<file path="config.mk">
export PLATFORM = sky130hd
export DESIGN_NAME = clock_set_ctrl
export DESIGN_NICKNAME = d
export VERILOG_FILES = /design/src/rtl/clock_set_ctrl.sv
export SDC_FILE = /design/constraint.sdc
export NUM_CORES = 1
export LEC_CHECK = 0
export CAP_MARGIN = 25
export CORE_ASPECT_RATIO = 1.1
export CORE_UTILIZATION = 66
export DETAILED_ROUTE_END_ITERATION = 10
export PLACE_DENSITY = 0.85
export RECOVER_POWER = 100
export SLEW_MARGIN = 5
export SYNTH_ARGS = -nofsm -noshare
export SYNTH_HDL_FRONTEND = slang
export SYNTH_SLANG_ARGS = --single-unit
</file>
<file path="constraint.sdc">
create_clock -name clk_in -period 8.1 [get_ports clk_in]
set_input_delay 1.215 -clock clk_in [delete_from_list [all_inputs] [get_ports clk_in]]
set_output_delay 1.215 -clock clk_in [all_outputs]
set_load 0.005 [all_outputs]
</file>
<file path="src/rtl/clock_set_ctrl.sv">
// Push-button user interface for the century clock: view toggle, field edit
// selection, increment strobes with auto-repeat and idle timeout back to run view.
module clock_set_ctrl #(
  parameter int SYNC_STAGES = 2,
  parameter int REPEAT_DLY  = 25000000,
  parameter int REPEAT_PER  = 5000000,
  parameter int TIMEOUT_CYC = 500000000
) (
  input  logic       clk_in,
  input  logic       rst_n,
  input  logic       btn_mode,
  input  logic       btn_sel,
  input  logic       btn_inc,
  output logic       mode,
  output logic [2:0] blink_mode,
  output logic       run_en,
  output logic       inc_sec,
  output logic       inc_min,
  output logic       inc_hour,
  output logic       inc_day,
  output logic       inc_month,
  output logic       inc_year
);

  localparam int REP_MAX = (REPEAT_DLY > REPEAT_PER) ? REPEAT_DLY : REPEAT_PER;
  localparam int REP_W   = $clog2(REP_MAX + 1);
  localparam int IDLE_W  = $clog2(TIMEOUT_CYC + 1);
  localparam logic [IDLE_W-1:0] IDLE_LAST = IDLE_W'(TIMEOUT_CYC - 1);
  localparam logic [REP_W-1:0]  DLY_CNT   = REP_W'(REPEAT_DLY);
  localparam logic [REP_W-1:0]  PER_CNT   = REP_W'(REPEAT_PER);
  localparam logic [REP_W-1:0]  REP_SAT   = REP_W'(REP_MAX);

  typedef enum logic [2:0] {
    RUN_TIME, RUN_DATE, SET_HOUR, SET_MIN, SET_SEC, SET_DAY, SET_MONTH, SET_YEAR
  } state_t;

  logic [2:0]             btn_raw;
  logic [SYNC_STAGES-1:0] sync_reg [3];
  logic [2:0]             sync_lvl;
  logic [2:0]             hist_reg;
  logic [2:0]             ev_reg;
  logic [SYNC_STAGES:0]   ready_reg;

  assign btn_raw = {btn_inc, btn_sel, btn_mode};

  generate
    for (genvar gi = 0; gi < 3; gi++) begin : g_lvl
      assign sync_lvl[gi] = sync_reg[gi][SYNC_STAGES-1];
    end
  endgenerate

  // Edges are only accepted once the sync chain holds post-reset samples,
  // so a button held through reset never produces a spurious press.
  always_ff @(posedge clk_in or negedge rst_n) begin
    if (!rst_n) begin
      for (int b = 0; b < 3; b++) sync_reg[b] <= '0;
      hist_reg  <= '0;
      ev_reg    <= '0;
      ready_reg <= '0;
    end else begin
      for (int b = 0; b < 3; b++) sync_reg[b] <= {sync_reg[b][SYNC_STAGES-2:0], btn_raw[b]};
      hist_reg  <= sync_lvl;
      ev_reg    <= sync_lvl & ~hist_reg & {3{ready_reg[SYNC_STAGES]}};
      ready_reg <= {ready_reg[SYNC_STAGES-1:0], 1'b1};
    end
  end

  logic ev_mode, ev_sel, ev_inc, inc_lvl;
  assign ev_mode = ev_reg[0];
  assign ev_sel  = ev_reg[1];
  assign ev_inc  = ev_reg[2];
  assign inc_lvl = sync_lvl[2];

  state_t            state_reg, state_next, home_state;
  logic [IDLE_W-1:0] idle_reg, idle_next;
  logic [REP_W-1:0]  hold_reg, hold_next, hold_inc, rep_target;
  logic              phase_reg, phase_next, armed_reg, armed_next;
  logic              strobe, in_set, time_view;
  logic              mode_reg, mode_next, run_en_reg, run_en_next;
  logic [2:0]        blink_reg, blink_next;
  logic [5:0]        inc_reg, inc_next;

  assign in_set     = (state_reg != RUN_TIME) && (state_reg != RUN_DATE);
  assign time_view  = (state_reg inside {RUN_TIME, SET_HOUR, SET_MIN, SET_SEC});
  assign home_state = time_view ? RUN_TIME : RUN_DATE;

  always_comb begin
    state_next = state_reg;
    idle_next  = '0;
    hold_next  = hold_reg;
    phase_next = phase_reg;
    armed_next = armed_reg;
    strobe     = 1'b0;
    hold_inc   = hold_reg + REP_W'(1);
    rep_target = phase_reg ? PER_CNT : DLY_CNT;
    if (ev_mode || ev_sel || (in_set && idle_reg == IDLE_LAST)) begin
      hold_next  = '0;
      phase_next = 1'b0;
      armed_next = 1'b0;
      if (ev_mode) begin
        if (state_reg == RUN_TIME)      state_next = RUN_DATE;
        else if (state_reg == RUN_DATE) state_next = RUN_TIME;
        else                            state_next = home_state;
      end else if (ev_sel) begin
        case (state_reg)
          RUN_TIME:  state_next = SET_HOUR;
          RUN_DATE:  state_next = SET_DAY;
          SET_HOUR:  state_next = SET_MIN;
          SET_MIN:   state_next = SET_SEC;
          SET_SEC:   state_next = RUN_TIME;
          SET_DAY:   state_next = SET_MONTH;
          SET_MONTH: state_next = SET_YEAR;
          SET_YEAR:  state_next = RUN_DATE;
          default:   state_next = RUN_TIME;
        endcase
      end else begin
        state_next = home_state;
      end
    end else if (ev_inc) begin
      if (in_set) begin
        strobe     = 1'b1;
        armed_next = 1'b1;
        hold_next  = '0;
        phase_next = 1'b0;
      end
    end else begin
      if (in_set && !inc_lvl && idle_reg != IDLE_LAST) idle_next = idle_reg + IDLE_W'(1);
      if (!inc_lvl) begin
        hold_next  = '0;
        phase_next = 1'b0;
        armed_next = 1'b0;
      end else if (armed_reg) begin
        // First repeat after REPEAT_DLY, then every REPEAT_PER while held.
        if (hold_inc == rep_target) begin
          strobe     = 1'b1;
          hold_next  = '0;
          phase_next = 1'b1;
        end else if (hold_reg != REP_SAT) begin
          hold_next = hold_inc;
        end
      end
    end
  end

  always_comb begin
    mode_next   = 1'b1;
    blink_next  = 3'b000;
    run_en_next = 1'b1;
    case (state_next)
      RUN_DATE:  mode_next = 1'b0;
      SET_HOUR:  begin blink_next = 3'b011; run_en_next = 1'b0; end
      SET_MIN:   begin blink_next = 3'b010; run_en_next = 1'b0; end
      SET_SEC:   begin blink_next = 3'b001; run_en_next = 1'b0; end
      SET_DAY:   begin mode_next = 1'b0; blink_next = 3'b100; end
      SET_MONTH: begin mode_next = 1'b0; blink_next = 3'b101; end
      SET_YEAR:  begin mode_next = 1'b0; blink_next = 3'b110; end
      default:   mode_next = 1'b1;
    endcase
    inc_next = '0;
    if (strobe) begin
      case (state_reg)
        SET_SEC:   inc_next = 6'b000001;
        SET_MIN:   inc_next = 6'b000010;
        SET_HOUR:  inc_next = 6'b000100;
        SET_DAY:   inc_next = 6'b001000;
        SET_MONTH: inc_next = 6'b010000;
        SET_YEAR:  inc_next = 6'b100000;
        default:   inc_next = 6'b000000;
      endcase
    end
  end

  always_ff @(posedge clk_in or negedge rst_n) begin
    if (!rst_n) begin
      state_reg  <= RUN_TIME;
      idle_reg   <= '0;
      hold_reg   <= '0;
      phase_reg  <= 1'b0;
      armed_reg  <= 1'b0;
      mode_reg   <= 1'b1;
      blink_reg  <= 3'b000;
      run_en_reg <= 1'b1;
      inc_reg    <= '0;
    end else begin
      state_reg  <= state_next;
      idle_reg   <= idle_next;
      hold_reg   <= hold_next;
      phase_reg  <= phase_next;
      armed_reg  <= armed_next;
      mode_reg   <= mode_next;
      blink_reg  <= blink_next;
      run_en_reg <= run_en_next;
      inc_reg    <= inc_next;
    end
  end

  assign mode       = mode_reg;
  assign blink_mode = blink_reg;
  assign run_en     = run_en_reg;
  assign {inc_year, inc_month, inc_day, inc_hour, inc_min, inc_sec} = inc_reg;

endmodule

</file>
==> impl_metrics.tcl, run 1 <==
set metrics [dict create \
    status "finished with violations" \
    violations "capacitance limit, slew limit" \
    routabilityCongestion 1.05 \
    drv_cap 2 \
    setup_violations 0 \
    p_leak_nw 1.95 \
    cp.depth 2 \
    slowest_stage "clkbuf_1" \
    synthArstFlopShare 1.00 \
    postRouteAntennaNets 0 \
    synth_cell_type_count 64 \
    ir_drop_mv 0.148 \
    clk_latency_ns 0.37 \
    period_share 0.582 \
    fmax_mhz 212 \
    slew_headroom -1.23 \
    core_um2 6560 \
    syn_inst 482 \
    cts_buffers 9 \
    min_path_type "reg2reg" \
    crit_top_cell "clkbuf_1" \
    largest_reg_flops 29 \
    cp_max_fo 65 \
    grt_overflow_total 0 \
    synth_nets 494 \
    ctsHtreeMaxLevel 3 \
    hold_violations 0 \
    firstDrtPassIters 6 \
    clk_path_buf_depth 2 \
    area_growth_pct 7.31 \
    synth_edf_count 0 \
    rows 31 \
    io-pin-count 16 \
    crit_path_end_kind "asynchronous set/reset pin" \
    wl_per_cell_um 17.2 \
    dp_hpwl_mm 6.69 \
    drive_above_1_share 0.0509 \
    via_per_inst 6.37 \
    whs_path_depth 0 \
    ctsRootBufferMaster "clkbuf_8" \
    diodes 0 \
    max_slew.worst_pin.slew_ns 3.34 \
    drt_iter0_markers 315 \
    grt_pass1_wl_mm 16.2 \
    clock_sink_count 85 \
    num-nets-final 498 \
    cp_cell_sequence "clkbuf_1 -> clkbuf_1" \
    syn-cell-area_um2 4460 \
    fp.dieW_um 80.4 \
    clk_pin_slew_ns 0.09 \
    holdBufCountCts 0 \
    required_ns 7.84 \
    crit_buf_inv 2 \
    synthFlopType "dfrtp_1" \
    start_util 0.681 \
    grt_max_degree 86 \
    dp_cells 556 \
    synth_seq_cells 85 \
    fin_setup_tns_ns 0 \
    rsz0062_at_grt "false" \
    place_area_um2 4610 \
    cts_resized 0 \
    dieArea_um2 7100 \
    design_area_um2 4790 \
    yosysWarnings 0 \
    worstSetupPathType "in2async" \
    drv_slew 95 \
    cts_tree "yes" \
    cp_slowest_stage_delay_ns 2.42 \
    finClkSkew_ns 0.0104 \
    ys_seq_area_frac 0.477 \
    grt_antenna_before_repair 0 \
    first_global_vias 3440 \
    powerDensity_nw_per_um2 191 \
    drt_wl_total_mm 9.87 \
    instances_no_fill 573 \
    period_needed_ns 4.71 \
    final_core_util 0.731 \
    drc 0 \
    crit_arrival_ns 4.45 \
    critPathTopFamily "buffers and inverters" \
    via_count 3648 \
    track_usage 0.303 \
    r2r.worst_path.cells 9 \
    synth.avg_cell_area_um2 9.26 \
    startpoint_type "input port" \
    cts_setup_buffers 0 \
    port_buffers 15 \
    die_h_um 88.3 \
]
-- worst paths after layout --
path	start	to	slack (ns)
min	sync_reg[2]	sync_lvl[1]	0.36
max in group clk_in	state_reg[0]	hold_reg[6]	4.19
max	rst_n	hold_reg[9]	3.39
min in group asynchronous	rst_n	blink_mode[0]	1.01
max reg2reg	state_reg[0]	hold_reg[6]	4.19
min reg2reg	sync_reg[2]	sync_lvl[1]	0.36
-- report_power, final --
part	leakage, nW	switching (mW)	internal (mW)
combinational	0.710	0.0954	0.0541
sequential	1.14	0.0208	0.450
clock	0.0953	0.177	0.119
total	1.95	0.293	0.623
-- metrics by stage --
step	setup slack [ns]	hold WS, ns	power [mW]
6_report	3.39	0.355	0.916
5_1_grt	2.46	0.365	0.957
4_1_cts	4.40	0.357	0.923
3_5_place_dp	4.50	0.335	0.632
3_3_place_gp	4.63	0.333	0.619
2_1_floorplan	5.28	0.331	0.569
-- layout by cell type (no fill, tap or decap), types with 3 or more instances in the layout --
master	instances
dfrtp_1	83
nor2_1	53
nand2_1	44
nand3_1	33
o21ai_0	27
xor2_1	21
nand4_1	18
a21oi_1	17
inv_1	16
xnor2_1	14
dlygate4sd3_1	14
nor3_1	13
or3_1	12
and3_1	11
clkbuf_8	9
ha_1	7
o31ai_1	6
and2_1	5
nor4_1	5
nor3b_1	5
and4_1	4
and3b_1	4
a22o_1	3
or2_2	3
nor4b_1	3
nor4bb_1	3
a31oi_1	3
or4_1	3
nand2b_1	3
inv_6	3
clkbuf_1	3
-- layout make-up --
cell class	count	area (um^2)
Timing Repair Buffer	17	151
Tap cell	82	103
Clock inverter	7	66.3
Multi-Input combinational cell	357	2160
Fill cell	505	1760
Clock buffer	9	124
Inverter	16	60.1
Sequential cell	85	2130
-- layer usage --
metal  vias up  part of all wire  global-route usage
met4         0             0.025               0.153
met2       154              0.51               0.506
met5         -                 0                   0
met1      1740              0.40               0.384
met3        33             0.064              0.0464
li1       1721                 -                   -
-- synthesized netlist by cell type (3+ instances only) --
cell type  number  share of area
a21oi_1        17          0.019
a22o_1          3         0.0059
a31oi_1         3         0.0042
and2_1          6         0.0084
and3_1         11          0.015
and3b_1         4         0.0078
and4_1          4         0.0078
buf_2           6         0.0067
clkbuf_1       12          0.010
dfrtp_1        83           0.47
ha_1            7          0.020
inv_1          16          0.013
nand2_1        43          0.036
nand2b_1        3         0.0042
nand3_1        33          0.037
nand4_1        18          0.025
nor2_1         53          0.045
nor3_1         13          0.015
nor3b_1         5         0.0084
nor4_1          5         0.0070
nor4b_1         3         0.0059
nor4bb_1        3         0.0067
o21ai_0        24          0.027
o31ai_1         6          0.010
or2_2           4         0.0056
or3_1          12          0.017
or4_1           3         0.0050
xnor2_1        14          0.027
xor2_1         21          0.041
-- kinds of logic (layout without fill, tap and decap cells) --
kind of cell | Yosys count | count (layout) | share of synthesized area
other cells | 1 | 1 | 0.000840
flops | 85 | 85 | 0.477
mux | 2 | 2 | 0.00448
simple gates | 234 | 234 | 0.279
compound gates | 78 | 78 | 0.112
buf+inv | 40 | 49 | 0.0384
fa+ha+maj | 7 | 7 | 0.0196
xor+xnor | 35 | 35 | 0.0687
Power figures use the tool's default switching activity.
==> run 2, diff against run 1 <==
Settings changed: CORE_UTILIZATION 66 to 55, PLACE_DENSITY 0.85 to 0.76.
Clock period 8.1 ns to 3.83 ns, I/O delays scaled along.
==> run 2 against run 1 <==
  * The flow still finishes with violations (capacitance limit, slew limit)
  * Register-to-register slack worse by 3.9 ns
  * Die area up 20%
  * Core utilization down 11 points
  * Largest power group unchanged
==> impl_metrics.tcl, run 2 (same netlist as run 1, synthesis figures left out) <==
set metrics [dict create \
    status "finished with violations" \
    violations "capacitance limit, slew limit" \
    postRouteAntennaNets 0 \
    num-nets-final 503 \
    cts_buffers 9 \
    grt_max_degree 86 \
    area_growth_pct 9.53 \
    io-pin-count 16 \
    max_slew.worst_pin.slew_ns 1.70 \
    fmax_mhz 282 \
    crit_path_end_kind "flip-flop" \
    dp_hpwl_mm 6.31 \
    worstSetupPathType "reg2reg" \
    setup_violations 0 \
    cp_max_fo 15 \
    via_per_inst 6.00 \
    instances_no_fill 604 \
    drv_cap 1 \
    port_buffers 15 \
    layout_commonest_cell "dfrtp_1" \
    finalPower_mw 1.97 \
    drt_iter0_markers 276 \
    grt_antenna_before_repair 0 \
    first_global_vias 3444 \
    cts_setup_buffers 0 \
    hold_violations 0 \
    period_needed_ns 3.55 \
    startpoint_type "flip-flop" \
    critPathTopFamily "simple AND/OR/NAND/NOR gates" \
    largest_reg_flops 29 \
    clock_sink_count 85 \
    clk_path_buf_depth 2 \
    via_count 3622 \
    track_usage 0.247 \
    dp_cells 587 \
    cts_tree "yes" \
    ir_drop_mv 0.324 \
    diodes 0 \
    start_util 0.567 \
    routabilityCongestion 1.03 \
    ctsRootBufferMaster "clkbuf_8" \
    die_h_um 96.5 \
    clk_latency_ns 0.36 \
    p_leak_nw 2.00 \
    pre_cts_ws_ns 0.390 \
    period_share 0.927 \
    drc 0 \
    drt_wl_total_mm 9.37 \
    final_cell_mix "dfrtp_1, nor2_1, nand2_1" \
    fp.dieW_um 87.9 \
    drive_above_1_share 0.0685 \
    fin_setup_tns_ns 0 \
    drv_slew 73 \
    crit_arrival_ns 3.80 \
    crit_buf_inv 0 \
    holdBufCountCts 0 \
    powerDensity_nw_per_um2 404 \
    grt_pass1_wl_mm 16.0 \
    finClkSkew_ns 0.0127 \
    cp_slowest_stage_delay_ns 0.62 \
    fin_ws_ns 0.280 \
    min_path_type "in2async" \
    clk_pin_slew_ns 0.10 \
    rsz0062_at_grt "false" \
    ctsHtreeMaxLevel 3 \
    required_ns 4.08 \
    slew_headroom -0.136 \
    cp_cell_sequence "ha_1 -> nand3_1 -> nor4_1 -> nand2_1 -> xor2_1 -> or4_1 -> a2111o_1 -> and2_0 -> a31o_1" \
    cts_resized 0 \
    firstDrtPassIters 4 \
    wl_per_cell_um 15.5 \
    grt_overflow_total 0 \
    core_um2 7870 \
    rows 34 \
    final_core_util 0.621 \
    slowest_stage "a2111o_1" \
    dieArea_um2 8480 \
]
run 2: cell count changes in the layout (fill, tap and decap cells not counted):
cell / previous run / this run
nand2_1: 44 / 43
nand2_2: 0 / 1
clkbuf_2: 0 / 2
clkbuf_1: 3 / 1
bufinv_16: 0 / 1
clkinvlp_4: 1 / 0
o21ai_2: 0 / 1
clkbuf_8: 9 / 10
clkinv_8: 1 / 0
o21ai_0: 27 / 26
buf_4: 0 / 5
run 2: cell type report:
cell class              instances  area (um^2)
clock buffers                  10          138
clock inverters                 6         72.6
fillers                       653         2980
inverters                      16         60.1
multi-input cells             357         2160
flip-flops and latches         85         2130
well taps                     108          135
repair buffers                 22          191
run 2: worst paths after layout:
kind	start	end	slack (ns)	depth (start not counted)
setup / recovery	hold_reg[1]	hold_reg[18]	0.28	9
hold / removal	rst_n	state_reg[0]	0.22	1
setup reg to reg	hold_reg[1]	hold_reg[18]	0.28	9
hold reg to reg	sync_reg[0]	inc_lvl	0.36	0
max in group asynchronous	rst_n	hold_reg[7]	1.50	2
min in group clk_in	sync_reg[0]	inc_lvl	0.36	0
run 2: power breakdown:
group,total [mW],internal (mW),leakage [nW],switching (mW)
clock,0.680,0.330,0.110,0.350
combinational,0.302,0.116,0.744,0.186
sequential,0.993,0.952,1.14,0.0413
total,1.97,1.40,2.00,0.577
run 2: stage by stage:
step	cell area (um^2)	hold WS, ns
2_1_floorplan	4460	0.279
3_3_place_gp	4680	0.331
3_5_place_dp	4680	0.338
4_1_cts	4890	0.359
5_1_grt	4890	0.282
6_report	4890	0.223
run 2: per-layer routing:
metal | track usage | wire length [um]
met5 | 0 | 0
met4 | 0.131 | 303
met3 | 0.0382 | 543
met2 | 0.403 | 4500
met1 | 0.318 | 4030
==> run 3, diff against run 2 <==
Settings changed: TNS_END_PERCENT set to 10.
==> results of run 3 <==
Same layout as run 2: the final DEF is identical, and so are final timing and power.
